`src/rtl/rr_dec_arbiter_pkg.sv`:
```
`default_nettype none
// ============================================================================
//  Module      : rr_dec_arbiter_pkg
//  Description : Shared state encoding and requester count for the
//                round-robin decoder-form arbiter.
//  Revision    : 1.0 - initial release
// ============================================================================
package rr_dec_arbiter_pkg;

    // Number of requesters sharing the downstream resource
    localparam int NREQ = 4;

    // Arbiter state encoding
    typedef logic [0:0] state_t;
    localparam state_t ST_IDLE  = 1'b0;
    localparam state_t ST_GRANT = 1'b1;

endpackage : rr_dec_arbiter_pkg
`default_nettype wire

```
`src/rtl/rr_dec_arbiter_dec_case.sv`:
```
`default_nettype none
// ============================================================================
//  Module      : dec_case
//  Description : 2-to-4 decoder with enable. Y is one-hot on A when E=1,
//                all zeros when E=0.
//  Revision    : 1.0 - initial release
// ============================================================================
module dec_case (
    input  logic [1:0] A,
    input  logic       E,
    output logic [3:0] Y
);

    // Decode the index into a one-hot vector, gated by the enable
    always_comb begin
        Y = 4'b0000;
        if (E) begin
            case (A)
                2'd0: Y = 4'b0001;
                2'd1: Y = 4'b0010;
                2'd2: Y = 4'b0100;
                2'd3: Y = 4'b1000;
            endcase
        end
    end

endmodule : dec_case
`default_nettype wire

```
`src/rtl/rr_dec_arbiter.sv`:
```
`default_nettype none
// ============================================================================
//  Module      : rr_dec_arbiter
//  Description : Four-way round-robin arbiter with a hold timer. Presents the
//                owner as index + valid (decoder A/E form) and as a one-hot
//                grant produced by the shared dec_case decoder.
//  Revision    : 1.0 - initial release
// ============================================================================
module rr_dec_arbiter
    import rr_dec_arbiter_pkg::*;
#(
    parameter int HOLD_MAX = 15
) (
    input  logic            clk,
    input  logic            rst_n,
    input  logic [NREQ-1:0] req,
    output logic [1:0]      gnt_idx,
    output logic            gnt_vld,
    output logic [NREQ-1:0] gnt
);

    localparam int IW = $clog2(NREQ);
    localparam int HW = (HOLD_MAX < 1) ? 1 : $clog2(HOLD_MAX + 1);

    // Saturation value of the hold counter and the count at which a
    // timeout fires (only meaningful when HOLD_MAX > 0)
    localparam logic [HW-1:0] HOLD_SAT  = HW'(HOLD_MAX);
    localparam logic [HW-1:0] HOLD_LAST = HW'((HOLD_MAX > 0) ? (HOLD_MAX - 1) : 0);

    state_t          state,    state_nxt;
    logic [IW-1:0]   owner,    owner_nxt;
    logic [IW-1:0]   ptr,      ptr_nxt;
    logic [HW-1:0]   hold_cnt, hold_nxt;

    logic [NREQ-1:0] others;
    logic [IW-1:0]   winner_all;
    logic [IW-1:0]   winner_oth;
    logic [IW-1:0]   winner;
    logic            timeout;
    logic            grant_new;

    // First set bit of r scanning p, p+1, p+2, p+3 (mod NREQ)
    function automatic logic [IW-1:0] first_in_order(
        input logic [NREQ-1:0] r,
        input logic [IW-1:0]   p
    );
        logic [IW-1:0] idx;
        logic          found;
        first_in_order = p;
        found          = 1'b0;
        for (int k = 0; k < NREQ; k++) begin
            idx = p + IW'(k);
            if (!found && r[idx]) begin
                first_in_order = idx;
                found          = 1'b1;
            end
        end
    endfunction

    // State register: owner, pointer and hold timer, cleared by reset
    always_ff @(posedge clk) begin
        if (!rst_n) begin
            state    <= ST_IDLE;
            owner    <= '0;
            ptr      <= '0;
            hold_cnt <= '0;
        end else begin
            state    <= state_nxt;
            owner    <= owner_nxt;
            ptr      <= ptr_nxt;
            hold_cnt <= hold_nxt;
        end
    end

    // Next-state logic: arbitrate from idle, hold, release or time out
    always_comb begin
        state_nxt  = state;
        owner_nxt  = owner;
        ptr_nxt    = ptr;
        hold_nxt   = hold_cnt;
        grant_new  = 1'b0;

        // The current owner never wins a round it is leaving
        others     = req & ~(NREQ'(1) << owner);
        winner_all = first_in_order(req, ptr);
        winner_oth = first_in_order(others, ptr);
        winner     = winner_all;

        // >= so a saturated counter still yields once a competitor appears
        timeout    = (HOLD_MAX > 0) && (hold_cnt >= HOLD_LAST) && (|others);

        case (state)
            ST_IDLE: begin
                if (|req) begin
                    grant_new = 1'b1;
                end
            end
            ST_GRANT: begin
                if (!req[owner] || timeout) begin
                    if (|others) begin
                        grant_new = 1'b1;
                        winner    = winner_oth;
                    end else begin
                        state_nxt = ST_IDLE;
                        hold_nxt  = '0;
                    end
                end else if (hold_cnt != HOLD_SAT) begin
                    hold_nxt = hold_cnt + 1'b1;
                end
            end
            default: begin
                state_nxt = ST_IDLE;
                hold_nxt  = '0;
            end
        endcase

        if (grant_new) begin
            state_nxt = ST_GRANT;
            owner_nxt = winner;
            ptr_nxt   = winner + 1'b1;
            hold_nxt  = '0;
        end
    end

    // Output logic: index and valid come straight from registers
    always_comb begin
        gnt_vld = (state == ST_GRANT);
        gnt_idx = owner;
    end

    dec_case u_dec (
        .A (gnt_idx),
        .E (gnt_vld),
        .Y (gnt)
    );

endmodule : rr_dec_arbiter
`default_nettype wire

```
`config.mk`:
```
export PLATFORM = sky130hd
export DESIGN_NAME = rr_dec_arbiter
export DESIGN_NICKNAME = d
export VERILOG_FILES = /design/src/rtl/rr_dec_arbiter_pkg.sv /design/src/rtl/rr_dec_arbiter_dec_case.sv /design/src/rtl/rr_dec_arbiter.sv
export SDC_FILE = /design/constraint.sdc
export NUM_CORES = 1
export LEC_CHECK = 0
export CAP_MARGIN = 40
export CORE_ASPECT_RATIO = 1.4
export CORE_MARGIN = 8
export CORE_UTILIZATION = 55
export DETAILED_ROUTE_END_ITERATION = 6
export PLACE_DENSITY = 0.79
export REMOVE_ABC_BUFFERS = 1
export SYNTH_ARGS = -nofsm -noshare
export SYNTH_HDL_FRONTEND = slang
export SYNTH_SLANG_ARGS = --single-unit
```
`constraint.sdc`:
```
create_clock -name clk -period 3.5 [get_ports clk]
set_input_delay 0.7 -clock clk [delete_from_list [all_inputs] [get_ports clk]]
set_output_delay 0.7 -clock clk [all_outputs]
set_load 0.02 [all_outputs]
```
Word-level counts from Yosys, hierarchy flattened
Cells that the tools add are included.
{ "classes": {"add_sub_neg": 5, "order_cmp": 6, "eq_ne": 5, "shifts": 1, "n_mux": 45, "n_bitwise": 4, "n_reduce_logical": 21} }
{ "ops": {"columns": ["operator", "n"], "rows": [
  ["$mux 1", 21],
  ["$bmux 1 s2", 9],
  ["$mux 2", 9],
  ["$mux 4", 4],
  ["$pmux 4 s4", 1],
  ["$lt 2x3->1 const B", 5],
  ["$reduce_or 4->1", 2],
  ["$logic_and 1x1->1", 7],
  ["$logic_not 1->1", 7],
  ["$add 2x1->2 const B", 2],
  ["$add 2x2->2 const B", 2],
  ["$add 4x1->4 const B", 1],
  ["$and 4x4->4", 1],
  ["$eq 2x2->1 const B", 2],
  ["$ge 4x4->1 const B", 1],
  ["$ne 4x4->1 const B", 1],
  ["$not 4->4", 1],
  ["$shl 1x2->4 const A", 1],
  ["$reduce_and 3->1", 1],
  ["$eq 2x1->1 const B", 1],
  ["$logic_not 2->1", 1],
  ["$ne 2x2->1 const B", 1],
  ["$not 1->1", 2],
  ["$pmux 1 s2", 1],
  ["other kinds (3)", 3]
]} }
{ "totals": {"regBits": 9, "elab_cells": 91} }

Logic depth before layout (Yosys ltp)
{ "depth": {"word_depth": 19, "ltp_mapped": 10, "mapped_depth_nobuf": 9} }

Hierarchy
A second synthesis with hierarchy kept.
{ "unflattened": {"cells_unflattened": 117, "hier_area_um2": 929.6} }
{ "by_module_without_submodules": {"columns": ["module", "instances", "cells_each", "area_each_um2", "seq_area_each_um2"], "rows": [
  ["rr_dec_arbiter", 1, 113, 892.1, 180.2],
  ["dec_case", 1, 4, 37.5, 0.0]
]} }

Least setup slack after synthesis
Ideal clock, no wire load.
{ "synth_path": {"path_kind": "input -> register", "start": "in req[2]", "end": "reg ptr[1]", "t_arrival_ns": 2.510, "setup_slack_ns": 0.852, "cell_stages": 8, "n_path_buf": 2, "cell_sequence": "buf_2 > mux4_2 > a21oi_1 > or3b_1 > buf_6 > o41ai_4 > xnor2_1 > a21oi_1"} }
{ "synth_between": {"elab_chain_cells": 17} }
{ "synth_lines": {"columns": ["element", "line_no", "text"], "rows": [
  ["from (decl)", "rr_dec_arbiter.sv:16", "input logic [NREQ-1:0] req,"],
  ["$and 4x4->4", "rr_dec_arbiter.sv:84", "others = req & ~(NREQ'(1) << owner);"],
  ["$bmux 1 s2", "rr_dec_arbiter.sv:53", "if (!found && r[idx]) begin"],
  ["$mux 1 (not written as such)", "rr_dec_arbiter.sv:53", null],
  ["$mux 1", "rr_dec_arbiter.sv:53", null],
  ["$logic_not 1->1", "rr_dec_arbiter.sv:53", null],
  ["$logic_and 1x1->1", "rr_dec_arbiter.sv:53", null],
  ["$mux 1", "rr_dec_arbiter.sv:53", null],
  ["$logic_not 1->1", "rr_dec_arbiter.sv:53", null],
  ["$logic_and 1x1->1", "rr_dec_arbiter.sv:53", null],
  ["$mux 1", "rr_dec_arbiter.sv:53", null],
  ["$logic_not 1->1", "rr_dec_arbiter.sv:53", null],
  ["$logic_and 1x1->1", "rr_dec_arbiter.sv:53", null],
  ["$mux 2", "rr_dec_arbiter.sv:53", null],
  ["$mux 2", "rr_dec_arbiter.sv:100", "if (|others) begin"],
  ["$mux 2", "rr_dec_arbiter.sv:99", "if (!req[owner] || timeout) begin"],
  ["$mux 2", "rr_dec_arbiter.sv:92", "case (state)"],
  ["$add 2x1->2", "rr_dec_arbiter.sv:120", "ptr_nxt = winner + 1'b1;"],
  ["to (signal assigned)", "rr_dec_arbiter.sv:70", "ptr <= ptr_nxt;"],
  ["to (decl)", "rr_dec_arbiter.sv:32", "logic [IW-1:0] ptr, ptr_nxt;"]
]} }
Parallel ways exist; a longest one is shown, timed or not. The select of a mux whose other input is x is not followed.
A chain may end at the register's enable or synchronous reset.

Worst setup path in the final report
{ "layout_path": {"start": "in req[0]", "end": "reg ptr[1]"} }
Same word-level chain as after synthesis.

==> PnR_summary.wiki <==
{| class="wikitable"
! Metric !! Value
|-
| Least-Margin Pin Slew || between 800 and 900 ps
|-
| Static leakage || approximately 0.47 nW
|-
| Buffers on Ports || 12
|-
| Maximum number of pins on one net before global-route repair || 27
|-
| Multi-input logic area || approximately 850 um^2
|-
| Routed WL per cell || approximately 16 um
|-
| Status || finished clean
|-
| Vias per inst || 6.64
|-
| Vert. Die Dim || approximately 69 um
|-
| Maximum ir drop on the vdd rail || about 0.42 mV
|-
| Number of standard cells in the final layout excluding fillers || between 150 and 200
|-
| Overall Global Routing Usage || 0.160
|-
| Total power || between 0.5 and 0.6 mW
|-
| Setup Slack @ Placement || around 330 ps
|-
| Number of enable-type register cells in the synthesized netlist || 0
|-
| Final GP Congestion || around 0.89
|-
| Pwr per Cell Area || 426 nW/um^2
|-
| Synth Register Bits || 9
|-
| Root buffer cell || sky130_fd_sc_hd__clkbuf_4
|-
| Switching power share of the total || 0.452
|-
| Filler cell count in the final layout || 182
|-
| Count of distinct cell types in the synthesized netlist || 52
|-
| # IOs || 13
|-
| Unrepaired setup endpoints after global routing || false
|-
| Tcrit/Tclk final || 0.824
|-
| Critical Path Max Stage Delay || between 500 and 600 ps
|-
| Initial Utilization || 0.576
|-
| Number of buffers between clock root and the deepest sink || 2
|-
| Resized Gates After CTS || 0
|-
| Final-layout worst hold slack || just over 500 ps
|-
| Area delta synth->final || 13.6%
|-
| Post-synthesis instance total || between 150 and 200
|-
| Number of hold violations in the final report || 0
|-
| Cell area after layout || around 1300 um^2
|-
| Yosys synthesis warning count || 0
|-
| Via count || around 1200
|-
| Crit path time final || 2880 ps
|-
| HPWL after DPL || 2120 um
|-
| Arrival time worst endpoint || 3020 ps
|-
| Path type of the worst min-delay path || flop to flop
|-
| Ys flop type || sky130_fd_sc_hd__dfxtp_1
|-
| First-pass GRT wire length || between 4000 and 5000 um
|-
| Row Count || 19
|-
| Pins over their slew limit || 0
|-
| Clock share of power || 0.159
|-
| Number of DRC markers after the initial detailed-route iteration || 53
|-
| Floorplan die area || 3760 um^2
|-
| Net switching component of the power || ~0.25 mW
|-
| Die X-Extent || between 50 and 60 um
|-
| Clk sink count || 9
|-
| Placed Instance Area || about 1200 um^2
|-
| Layout Skew || around 0.33 ps
|-
| Sum of routed wire length over all layers || approximately 2900 um
|-
| Layout Nets || between 150 and 200
|-
| Critical path cell sequence || clkdlybuf4s50_1 > mux4_2 > a21oi_1 > or3b_1 > o41ai_4 > xnor2_1 > a21oi_1
|-
| Fraction of power consumed by sequential logic || 0.285
|-
| Post-CTS Hold Buffers || 0
|-
| Total of endpoints with negative setup slack in the final report || 0
|-
| Std-Cell Core Area || slightly below 2000 um^2
|-
| Cell-internal power || between 0.2 and 0.3 mW
|-
| Total DRC errors in the routed layout || 0
|-
| Achievable Freq || around 350 MHz
|-
| Utilization after layout || 0.654
|-
| Nature of the critical path endpoint || flop
|-
| Largest fanout of any net on the critical path || 7
|-
| CTS Buf Count || 3
|-
| Crit Path Category || input pin to flop
|-
| Netlist Area Pre-Place || 1120 um^2
|-
| Clock latency on the worst-skew pair || approximately 270 ps
|-
| Number of max-cap violations || 0
|-
| Number of H-tree branching levels || 1
|-
| Share of post-route cells with drive strength above 1 || 0.112
|-
| TritonCTS clock tree || built
|-
| Required time reported for the critical path endpoint || about 3600 ps
|-
| Iteration count of the initial detailed-routing pass || 4
|-
| Most common cell type on the critical path || sky130_fd_sc_hd__a21oi_1
|-
| Mean Syn Cell Area || 7.38 um^2
|-
| Antenna-violating nets left || 0
|-
| Placed cells || roughly 180
|-
| Clock-pin slew on the worst setup and hold paths || 70 ps
|-
| GRT Residual Overflow || 0
|-
| Cell with the largest stage delay on the worst path || sky130_fd_sc_hd__clkdlybuf4s50_1
|-
| Register area share after synthesis || 0.161
|-
| Register area || roughly 180 um^2
|-
| Async set-or-reset flop fraction in the synthesized netlist || 0
|-
| Combinational share of power || 0.557
|-
| Antenna violations before repair || 0
|-
| Setup slack after layout || approximately 600 ps
|-
| Antenna Cells || 0
|-
| Aggregate negative setup slack || 0 ps
|-
| Post-CTS setup buffer count || 0
|-
| Vias in the first global route || 1102
|-
| Headroom to the max-slew limit || 0.454
|-
| Type of origin of the critical path || input pin
|}
-- layout make-up --
| type | instances | area share |
|---|---|---|
| clock buffer | 4 | 0.0206 |
| inverter | 6 | 0.0177 |
| multi-input combinational | 123 | 0.664 |
| sequential | 9 | 0.141 |
| tap | 21 | 0.0206 |
| timing repair buffer | 19 | 0.135 |
-- cells by family (layout without fill, tap and decap cells) --
logic type / after synthesis / after routing / share of synthesized area
buffers and inverters: 20 / 29 / 0.0847
muxes: 6 / 6 / 0.0658
xor gates and xnor gates: 5 / 5 / 0.0390
and+or+nand+nor: 56 / 56 / 0.275
DFF: 9 / 9 / 0.161
adders and majority gates: 3 / 3 / 0.0312
AOI/OAI and AO/OA: 53 / 53 / 0.343
-- per-layer routing --
| metal | track usage | vias up | wire [um] |
|---|---|---|---|
| met3 | 0.0279 | 8 | 202 |
| met4 | 0.0412 | 0 | 53 |
| met1 | 0.206 | 553 | 1200 |
| met2 | 0.260 | 58 | 1460 |
| met5 | 0 | - | 0 |
| li1 | - | 589 | - |
-- path summary, 6_finish.rpt --
check	cells past startpoint	slack (ps)	to	startpoint
worst max register to register	7	850	ptr[1]	ptr[0]
worst min-delay path	2	510	hold_cnt[3]	hold_cnt[3]
worst max-delay path	7	620	ptr[1]	req[0]
worst min register to register	2	510	hold_cnt[3]	hold_cnt[3]
-- cell usage in the layout (no fill, tap or decap), types with 2 or more instances in the layout --
master	instances
sky130_fd_sc_hd__o21ai_0	9
sky130_fd_sc_hd__nand3b_1	3
sky130_fd_sc_hd__nor3_1	3
sky130_fd_sc_hd__clkdlybuf4s50_1	12
sky130_fd_sc_hd__mux2i_1	4
sky130_fd_sc_hd__nand3_1	6
sky130_fd_sc_hd__nor2b_1	9
sky130_fd_sc_hd__o32ai_1	2
sky130_fd_sc_hd__a21oi_1	14
sky130_fd_sc_hd__ha_1	2
sky130_fd_sc_hd__dfxtp_1	9
sky130_fd_sc_hd__or3b_2	2
sky130_fd_sc_hd__inv_1	6
sky130_fd_sc_hd__xor2_1	2
sky130_fd_sc_hd__nor2_1	13
sky130_fd_sc_hd__xnor2_1	3
sky130_fd_sc_hd__and3_1	2
sky130_fd_sc_hd__buf_4	7
sky130_fd_sc_hd__o211ai_1	7
sky130_fd_sc_hd__and4_1	2
sky130_fd_sc_hd__o211a_1	2
sky130_fd_sc_hd__nand2_1	7
sky130_fd_sc_hd__clkbuf_4	3
sky130_fd_sc_hd__nand2b_1	3
sky130_fd_sc_hd__a31oi_1	2
-- sequential cells by signal (all words and copies together) (netlist names) --
register,count
gnt_idx,2
gnt_vld,1
hold_cnt,4
ptr,2
-- cell usage after synthesis (2+ instances only) --
| cell type | count | share of area |
|---|---|---|
| sky130_fd_sc_hd__o211a_1 | 2 | 0.018 |
| sky130_fd_sc_hd__or3b_2 | 2 | 0.016 |
| sky130_fd_sc_hd__nand2b_1 | 3 | 0.017 |
| sky130_fd_sc_hd__and4_1 | 2 | 0.016 |
| sky130_fd_sc_hd__nand2_1 | 7 | 0.023 |
| sky130_fd_sc_hd__buf_2 | 4 | 0.018 |
| sky130_fd_sc_hd__nor2_1 | 13 | 0.043 |
| sky130_fd_sc_hd__xor2_1 | 2 | 0.016 |
| sky130_fd_sc_hd__a21oi_1 | 14 | 0.062 |
| sky130_fd_sc_hd__o32ai_1 | 2 | 0.016 |
| sky130_fd_sc_hd__and3_1 | 2 | 0.011 |
| sky130_fd_sc_hd__ha_1 | 2 | 0.022 |
| sky130_fd_sc_hd__clkbuf_1 | 6 | 0.020 |
| sky130_fd_sc_hd__o211ai_1 | 7 | 0.047 |
| sky130_fd_sc_hd__mux2i_1 | 4 | 0.036 |
| sky130_fd_sc_hd__a31oi_1 | 2 | 0.011 |
| sky130_fd_sc_hd__xnor2_1 | 3 | 0.023 |
| sky130_fd_sc_hd__nand3b_1 | 3 | 0.020 |
| sky130_fd_sc_hd__o21ai_0 | 9 | 0.040 |
| sky130_fd_sc_hd__inv_1 | 6 | 0.020 |
| sky130_fd_sc_hd__buf_1 | 2 | 0.0067 |
| sky130_fd_sc_hd__nor3_1 | 3 | 0.013 |
| sky130_fd_sc_hd__dfxtp_1 | 9 | 0.16 |
| sky130_fd_sc_hd__nand3_1 | 6 | 0.027 |
| sky130_fd_sc_hd__nor2b_1 | 9 | 0.050 |
| sky130_fd_sc_hd__buf_6 | 2 | 0.020 |
-- power by group through the flow --
| stage | Combinational, mW | Clock, mW | Sequential (mW) |
|---|---|---|---|
| 3_3_place_gp | 0.292 | 0 | 0.154 |
| 4_1_cts | 0.300 | 0.0886 | 0.152 |
| 3_5_place_dp | 0.298 | 0 | 0.155 |
| 2_1_floorplan | 0.197 | 0 | 0.162 |
| 6_report | 0.303 | 0.0862 | 0.155 |
| 5_1_grt | 0.329 | 0.0940 | 0.158 |
-- worst max-delay path, delay by kind of cell --
| family | cells | cell delay [ps] |
|---|---|---|
| xor+xnor | 1 | 150 |
| simple gates | 1 | 500 |
| mux | 1 | 510 |
| compound gates | 3 | 650 |
| buf+inv | 1 | 510 |
No activity file was read; power rests on OpenSTA's default activity.
